<file path="src/rtl/mips_mc_controller.sv">
// Multi-cycle MIPS control FSM: sequences fetch/decode/execute/memory/writeback and drives datapath selects.
// Optional bne decode is enabled with `define MIPS_MC_BNE_EN.
module mips_mc_controller (
    input  logic       clk,
    input  logic       rst_n,
    input  logic [5:0] opcode,
    input  logic [5:0] funct,
    input  logic       zero,
    input  logic       mem_ready,
    output logic       mem_req,
    output logic       mem_write,
    output logic       iord,
    output logic       ir_write,
    output logic       pc_write,
    output logic [1:0] pc_src,
    output logic       alu_src_a,
    output logic [1:0] alu_src_b,
    output logic [2:0] alu_control,
    output logic       reg_dst,
    output logic       mem_to_reg,
    output logic       reg_write,
    output logic       illegal_op,
    output logic [3:0] state_o
);
    typedef enum logic [3:0] {
        S_FETCH  = 4'd0,  S_DECODE = 4'd1,  S_MEMADR = 4'd2,  S_MEMRD  = 4'd3,
        S_MEMWB  = 4'd4,  S_MEMWR  = 4'd5,  S_EXEC   = 4'd6,  S_ALUWB  = 4'd7,
        S_BRANCH = 4'd8,  S_ADDIEX = 4'd9,  S_ADDIWB = 4'd10, S_JUMP   = 4'd11,
        S_RESET  = 4'd12
    } state_t;

    localparam logic [5:0] OP_RTYPE = 6'b000000;
    localparam logic [5:0] OP_LW    = 6'b100011;
    localparam logic [5:0] OP_SW    = 6'b101011;
    localparam logic [5:0] OP_BEQ   = 6'b000100;
    localparam logic [5:0] OP_BNE   = 6'b000101;
    localparam logic [5:0] OP_ADDI  = 6'b001000;
    localparam logic [5:0] OP_J     = 6'b000010;

    state_t     state;
    state_t     dec_next;
    logic       funct_ok;
    logic [2:0] funct_alu;

    // R-type funct decode; funct_ok also gates the EXEC transition
    always_comb begin
        funct_ok  = 1'b1;
        funct_alu = 3'b010;
        case (funct)
            6'b100000: funct_alu = 3'b010;
            6'b100010: funct_alu = 3'b110;
            6'b100100: funct_alu = 3'b000;
            6'b100101: funct_alu = 3'b001;
            6'b100110: funct_alu = 3'b011;
            6'b101010: funct_alu = 3'b111;
            default:   funct_ok  = 1'b0;
        endcase
    end

    always_comb begin
        dec_next = S_FETCH;
        case (opcode)
            OP_LW, OP_SW: dec_next = S_MEMADR;
            OP_RTYPE:     dec_next = funct_ok ? S_EXEC : S_FETCH;
            OP_BEQ:       dec_next = S_BRANCH;
`ifdef MIPS_MC_BNE_EN
            OP_BNE:       dec_next = S_BRANCH;
`endif
            OP_ADDI:      dec_next = S_ADDIEX;
            OP_J:         dec_next = S_JUMP;
            default:      dec_next = S_FETCH;
        endcase
    end

    always_ff @(posedge clk or negedge rst_n) begin
        if (!rst_n) begin
            state <= S_RESET;
        end else begin
            case (state)
                S_RESET:  state <= S_FETCH;
                S_FETCH:  if (mem_ready) state <= S_DECODE;
                S_DECODE: state <= dec_next;
                S_MEMADR: state <= (opcode == OP_LW) ? S_MEMRD : S_MEMWR;
                S_MEMRD:  if (mem_ready) state <= S_MEMWB;
                S_MEMWR:  if (mem_ready) state <= S_FETCH;
                S_EXEC:   state <= S_ALUWB;
                S_ADDIEX: state <= S_ADDIWB;
                default:  state <= S_FETCH;
            endcase
        end
    end

    // Outputs decode from state so an asynchronous reset clears them in the same cycle
    always_comb begin
        mem_req     = 1'b0;
        mem_write   = 1'b0;
        iord        = 1'b0;
        ir_write    = 1'b0;
        pc_write    = 1'b0;
        pc_src      = 2'b00;
        alu_src_a   = 1'b0;
        alu_src_b   = 2'b00;
        alu_control = 3'b010;
        reg_dst     = 1'b0;
        mem_to_reg  = 1'b0;
        reg_write   = 1'b0;
        illegal_op  = 1'b0;
        case (state)
            S_RESET:  alu_control = 3'b000;
            S_FETCH: begin
                mem_req   = 1'b1;
                alu_src_b = 2'b01;
                ir_write  = mem_ready;
                pc_write  = mem_ready;
            end
            S_DECODE: begin
                alu_src_b  = 2'b11;
                illegal_op = (dec_next == S_FETCH);
            end
            S_MEMADR, S_ADDIEX: begin
                alu_src_a = 1'b1;
                alu_src_b = 2'b10;
            end
            S_MEMRD: begin
                mem_req = 1'b1;
                iord    = 1'b1;
            end
            S_MEMWB: begin
                reg_write  = 1'b1;
                mem_to_reg = 1'b1;
            end
            S_MEMWR: begin
                mem_req   = 1'b1;
                mem_write = 1'b1;
                iord      = 1'b1;
            end
            S_EXEC: begin
                alu_src_a   = 1'b1;
                alu_control = funct_alu;
            end
            S_ALUWB: begin
                reg_write = 1'b1;
                reg_dst   = 1'b1;
            end
            S_BRANCH: begin
                alu_src_a   = 1'b1;
                alu_control = 3'b110;
                pc_src      = 2'b01;
`ifdef MIPS_MC_BNE_EN
                pc_write    = (opcode == OP_BNE) ? !zero : zero;
`else
                pc_write    = zero;
`endif
            end
            S_ADDIWB: reg_write = 1'b1;
            S_JUMP: begin
                pc_src   = 2'b10;
                pc_write = 1'b1;
            end
            default: ;
        endcase
    end

    assign state_o = (state == S_RESET) ? 4'd0 : state;

endmodule

</file>
<file path="config.mk">
export PLATFORM = sky130hd
export DESIGN_NAME = mips_mc_controller
export DESIGN_NICKNAME = d
export VERILOG_FILES = /design/src/rtl/mips_mc_controller.sv
export SDC_FILE = /design/constraint.sdc
export NUM_CORES = 1
export LEC_CHECK = 0
export BUFFER_PORTS_ARGS = -buffer_cell sky130_fd_sc_hd__buf_4
export CORE_MARGIN = 5
export CORE_UTILIZATION = 40
export DETAILED_ROUTE_END_ITERATION = 8
export GPL_ROUTABILITY_DRIVEN = 0
export GPL_TIMING_DRIVEN = 0
export PLACE_DENSITY = 0.72
export REMOVE_ABC_BUFFERS = 1
export SYNTH_ARGS = -nofsm -noshare
export SYNTH_HDL_FRONTEND = slang
export SYNTH_SLANG_ARGS = --single-unit
</file>
<file path="constraint.sdc">
create_clock -name clk -period 2.95 [get_ports clk]
set_input_delay 0.1475 -clock clk [delete_from_list [all_inputs] [get_ports clk]]
set_output_delay 0.1475 -clock clk [all_outputs]
set_load 0.01 [all_outputs]
</file>
==> flow_metrics.tcl, run 1 <==
set metrics [dict create \
    avgSynthCellArea_um2 7.38 \
    power.internal_mw 0.181 \
    power_mw 0.292 \
    cp_max_fo 18 \
    core_area_um2 1690 \
    synth_common_cells "a21oi_1, nand2b_1, nor2_1" \
    r2r-start "state[1]" \
    diodes 0 \
    synth_area_um2 701 \
    antenna_found_initial 0 \
    drc 0 \
    ctsResizeCount 0 \
    synth_warnings 0 \
    fin_crit_ps 2080 \
    drt-pass1-iter-count 4 \
    critical_path_required_ps 2800 \
    synth_ff_type "dfstp_2" \
    port_buffers 36 \
    fin_ws_ps 868 \
    p_seq_share_pct 26.9 \
    whs_ps 245 \
    p_comb_share_pct 49.5 \
    start_kind "register" \
    dp_hpwl_mm 1.54 \
    hold_viol_final 0 \
    regMostFlops "state" \
    p_sw_mw 0.110 \
    syn_inst 95 \
    stdcell_count 144 \
    insertion_delay_ps 240 \
    pwr-share-clk_pct 23.6 \
    leakagePower_nw 0.444 \
    slowest_stage "dfstp_2" \
    cts_tree "yes" \
    cts_sinks 4 \
    largest_register_ffs 4 \
    fin_crit_sh_pct 70.6 \
    status "complete, no violations" \
    reg2regPathDepth 4 \
    ios 37 \
    regToRegSetupSlack_ps 1420 \
    async_flop_share_pct 100 \
    vias 790 \
    path_cells "nand2b_4 -> or3_4 -> nor4b_2 -> or2_1 -> buf_4" \
    ant_nets 0 \
    synth-edff-count 0 \
    die_area_um2 2690 \
    grtUsageTotal_pct 15.4 \
    rows 15 \
    dpl.cell_count 140 \
    setup_viol 0 \
    final_core_util_pct 58.4 \
    top_regs "state: 4 flops" \
    grt_pass1_vias 797 \
    max-cap-violations 0 \
    setup_tns_ps 0 \
    synth_cell_type_count 39 \
    wl_per_cell_um 13.5 \
    vdd.ir_drop.worst_uv 151 \
    synth_area_leaders "nand2b_1, dfstp_2, a21oi_1" \
    critical_path.max_stage_delay_ps 750 \
    placed_area_um2 955 \
    root_buffer "clkbuf_4" \
    grt_start_max_net_pins 20 \
    layout-drive-gt1-share_pct 40.2 \
    finalNetCount 145 \
    worstPathArrival_ps 1930 \
    vias_per_cell 5.49 \
    cts_buffer_depth 2 \
    path_clk_slew_ps 40 \
    critPathKind "reg -> out" \
    die-width_um 51.9 \
    die_y_um 51.9 \
    relSlewSlack_pct 62.9 \
    post-place-ws_ps 1120 \
    initial_core_util_pct 41.5 \
    drv_slew 0 \
    ys_seq_elements 4 \
    overflow 0 \
    cts_inserted_buffers 3 \
    synth_seq_area_share_pct 14.6 \
    yosysMostFrequentCell "a21oi_1" \
    power.density_nw_per_um2 295 \
    wl_mm 1.95 \
    synth_top_area_share_pct 8.04 \
    grt_pass1_wl_mm 3.25 \
    hold_path.class "in -> async" \
    fin_worst_skew_ps 3.34 \
    rsz0062_at_grt "no" \
    drtIter0Drc 9 \
    nFillCells 167 \
    max_clock_freq_ghz 0.480 \
    final_area_um2 987 \
    r2r-end "state[2]" \
    p_sw_share_pct 37.8 \
    syn2layout_area_growth_pct 40.9 \
    cp-end-kind "output port" \
    synth_top_cell_by_area "nand2b_1" \
    worstMarginPinSlew_ps 557 \
    cts_max_level 1 \
]
## timing repair
item / CTS / global route
setup endpoints to repair: 0 / 0
endpoints found under the hold margin: 4 / 0
hold buffers: 1 / 0
buffers inserted: 0 / 0
## cells by family after synthesis
kind of cell              after synthesis  share of synthesized area [%]
and+or+nand+nor                        47                           43.6
AOI/OAI and AO/OA                      27                           27.0
buffers and inverters                  11                           6.96
xor gates and xnor gates                4                           5.00
DFF                                     4                           14.6
muxes                                   2                           2.86
## power groups by stage
stage,sequential (mW),clock (mW),combinational (mW)
finish,0.0785,0.0687,0.144
global route,0.0810,0.0740,0.159
CTS,0.0787,0.0712,0.146
detailed placement,0.0793,0,0.144
global placement,0.0783,0,0.141
floorplan,0.0759,0,0.0751
## routing by layer
layer	share of wire [%]	global-route usage (%)
met5	0	0
met4	0	6.99
met3	6.0	1.72
met2	50	26.4
met1	44	19.0
## critical path, delay by kind of cell (launching register included)
kind / cells / cell delay (ps)
DFF: 1 / 750
buffers and inverters: 1 / 110
and+or+nand+nor: 4 / 840
## worst max-delay path by stage
stage	startpoint	endpoint	slack [ps]
after CTS	state[2]	alu_control[2]	850
final	state[2]	alu_control[2]	870
after global routing	state[1]	alu_control[2]	730
after floorplan	state[2]	alu_control[2]	1280
after global placement	state[2]	alu_control[2]	1080
after detailed placement	state[2]	alu_control[2]	1120
## area by class of cell
type	count	area, µm²	area share [%]
Timing Repair Buffer	37	280	28.4
Tap cell	17	21.3	2.15
Sequential cell	4	103	10.4
Multi-Input combinational cell	80	549	55.6
Clock buffer	3	22.5	2.28
Inverter	3	11.3	1.14
## cell usage in the layout (no fill, tap or decap)
cell	count
buf_4	36
a21oi_1	10
nor2_1	9
nand2b_1	9
nor3_1	5
nand2_1	5
o21ai_0	5
nor2b_1	4
inv_1	3
xor2_1	3
clkbuf_4	3
or3_4	2
nor4_1	2
or2_1	2
mux2i_1	2
o211ai_1	2
a2bb2oi_1	2
dfrtp_1	2
dfstp_2	2
nand2b_4	1
nor3b_1	1
a32oi_1	1
a211o_1	1
nor4b_2	1
nand3b_1	1
a21o_1	1
nor4_4	1
nor3_2	1
a211o_2	1
and4_1	1
and2_1	1
o31a_1	1
or3b_2	1
xnor2_1	1
o41ai_2	1
a221oi_1	1
a211oi_2	1
dlygate4sd3_1	1
(Power assumes the default switching activity.)
==> run 2, diff against run 1 <==
- clock period: 2.95 -> 2.14 ns (I/O delays scaled with it)
==> run 2 against run 1 <==
Largest cell class unchanged. Combinational power up 38%. Final cell count unchanged. Highest routed layer unchanged. Setup slack worse by 770 ps. Clock power up 38%. Critical path depth unchanged.
==> flow_metrics.tcl, run 2 (synthesis gave the netlist of run 1 again) <==
set metrics [dict create \
    status "complete, no violations" \
    fin_worst_skew_ps 2.83 \
    p_sw_share_pct 37.8 \
    fin_crit_sh_pct 95.3 \
    p_seq_share_pct 27.0 \
    final_core_util_pct 58.5 \
    power_mw 0.402 \
    hold_viol_final 0 \
    power.internal_mw 0.250 \
    reg2regPathDepth 4 \
    antenna_found_initial 0 \
    placed_area_um2 955 \
    port_buffers 36 \
    cts_inserted_buffers 3 \
    grt_pass1_wl_mm 3.25 \
    post-place-ws_ps 349 \
    worstMarginPinSlew_ps 454 \
    grt_start_max_net_pins 20 \
    power.density_nw_per_um2 407 \
    regMostFlops "state" \
    startpoint "state[2]" \
    diodes 0 \
    drv_slew 0 \
    most-common-layout-cells "buf_4, a21oi_1, nor2_1, nand2b_1" \
    r2r-start "state[0]" \
    setup_viol 0 \
    cts_max_level 1 \
    slowest_stage "dfstp_2" \
    die_area_um2 2690 \
    layout_commonest_cell "buf_4" \
    initial_core_util_pct 41.5 \
    relSlewSlack_pct 69.7 \
    largest_register_ffs 4 \
    cp-end-kind "output port" \
    drt-pass1-iter-count 4 \
    worstPathArrival_ps 1930 \
    critical_path_required_ps 2030 \
    dp_hpwl_mm 1.54 \
    hold_path.class "in -> async" \
    pwr-share-clk_pct 23.6 \
    cts_buffer_depth 2 \
    critPathKind "reg -> out" \
    root_buffer "clkbuf_4" \
    insertion_delay_ps 240 \
    ant_nets 0 \
    core_area_um2 1690 \
    vdd.ir_drop.worst_uv 209 \
    die_y_um 51.9 \
    r2r-end "state[2]" \
    critical_path.max_stage_delay_ps 740 \
    post_cts_buffers 0 \
    max-cap-violations 0 \
    layout-drive-gt1-share_pct 40.9 \
    wl_per_cell_um 13.5 \
    setup_tns_ps 0 \
    finalNetCount 145 \
    p_sw_mw 0.152 \
    overflow 0 \
    start_kind "register" \
    top_regs "state: 4 flops" \
    endpoint "alu_control[2]" \
    fin_ws_ps 101 \
    cts_tree "yes" \
    path_cells "nand2b_4 -> or3_4 -> nor4b_2 -> or2_1 -> buf_4" \
    cts_sinks 4 \
    grt_pass1_vias 797 \
    final_area_um2 988 \
    regToRegSetupSlack_ps 700 \
    ios 37 \
    cp_max_fo 18 \
    syn2layout_area_growth_pct 41.1 \
    drtIter0Drc 8 \
    drc 0 \
    fin_crit_ps 2040 \
    die-width_um 51.9 \
    leakagePower_nw 0.443 \
    vias_per_cell 5.46 \
    rows 15 \
    wl_mm 1.95 \
    path_clk_slew_ps 40 \
    vias 786 \
    p_comb_share_pct 49.5 \
    grtUsageTotal_pct 15.4 \
    rsz0062_at_grt "no" \
    max_clock_freq_ghz 0.491 \
]
-- run 2: cell counts in the layout (fill, tap and decap cells not counted) --
No cell type changed its count.
-- run 2: timing repair --
item / in CTS / in global routing
endpoints found under the hold margin: 4 / 0
resized for setup: 0 / 1
endpoints found under the setup margin: 0 / 1
hold buffers: 1 / 0
-- run 2: critical path, delay by kind of cell (launching register included) --
family	cells	cell delay (ps)
buffers and inverters	1	110
DFF	1	740
and+or+nand+nor	4	840
-- run 2: area by class of cell --
class	count	area, µm²
clock buffers	3	22.5
fillers	166	701
inverters	3	11.3
multi-input cells	80	549
flip-flops and latches	4	104
well taps	17	21.3
repair buffers	37	280
-- run 2: worst min path at each step --
stage,start,end,cells after the start
floorplan,rst_n,state[0],0
global placement,rst_n,state[0],1
detailed placement,rst_n,state[1],1
CTS,rst_n,state[1],2
global route,rst_n,state[1],2
finish,rst_n,state[1],2
-- run 2: power groups by stage --
stage / combinational (mW) / clock [mW] / sequential, mW
2_1_floorplan: 0.104 / 0 / 0.105
3_3_place_gp: 0.195 / 0 / 0.108
3_5_place_dp: 0.199 / 0 / 0.109
4_1_cts: 0.201 / 0.0982 / 0.109
5_1_grt: 0.219 / 0.102 / 0.112
6_report: 0.199 / 0.0947 / 0.108
-- run 2: per-layer routing --
| layer | up-vias | share of wire [%] | global-route usage, % |
|---|---|---|---|
| met5 | - | 0 | 0 |
| met4 | 0 | 0 | 6.99 |
| met3 | 0 | 6.0 | 1.72 |
| met2 | 23 | 50 | 26.4 |
| met1 | 357 | 43 | 19.0 |
| li1 | 406 | - | - |
-- run 2: through the flow --
stage	hold slack (ps)	cells
floorplan	-189	87
finish	205	144
global route	213	144
global placement	-99.0	140
detailed placement	-97.6	140
CTS	194	144
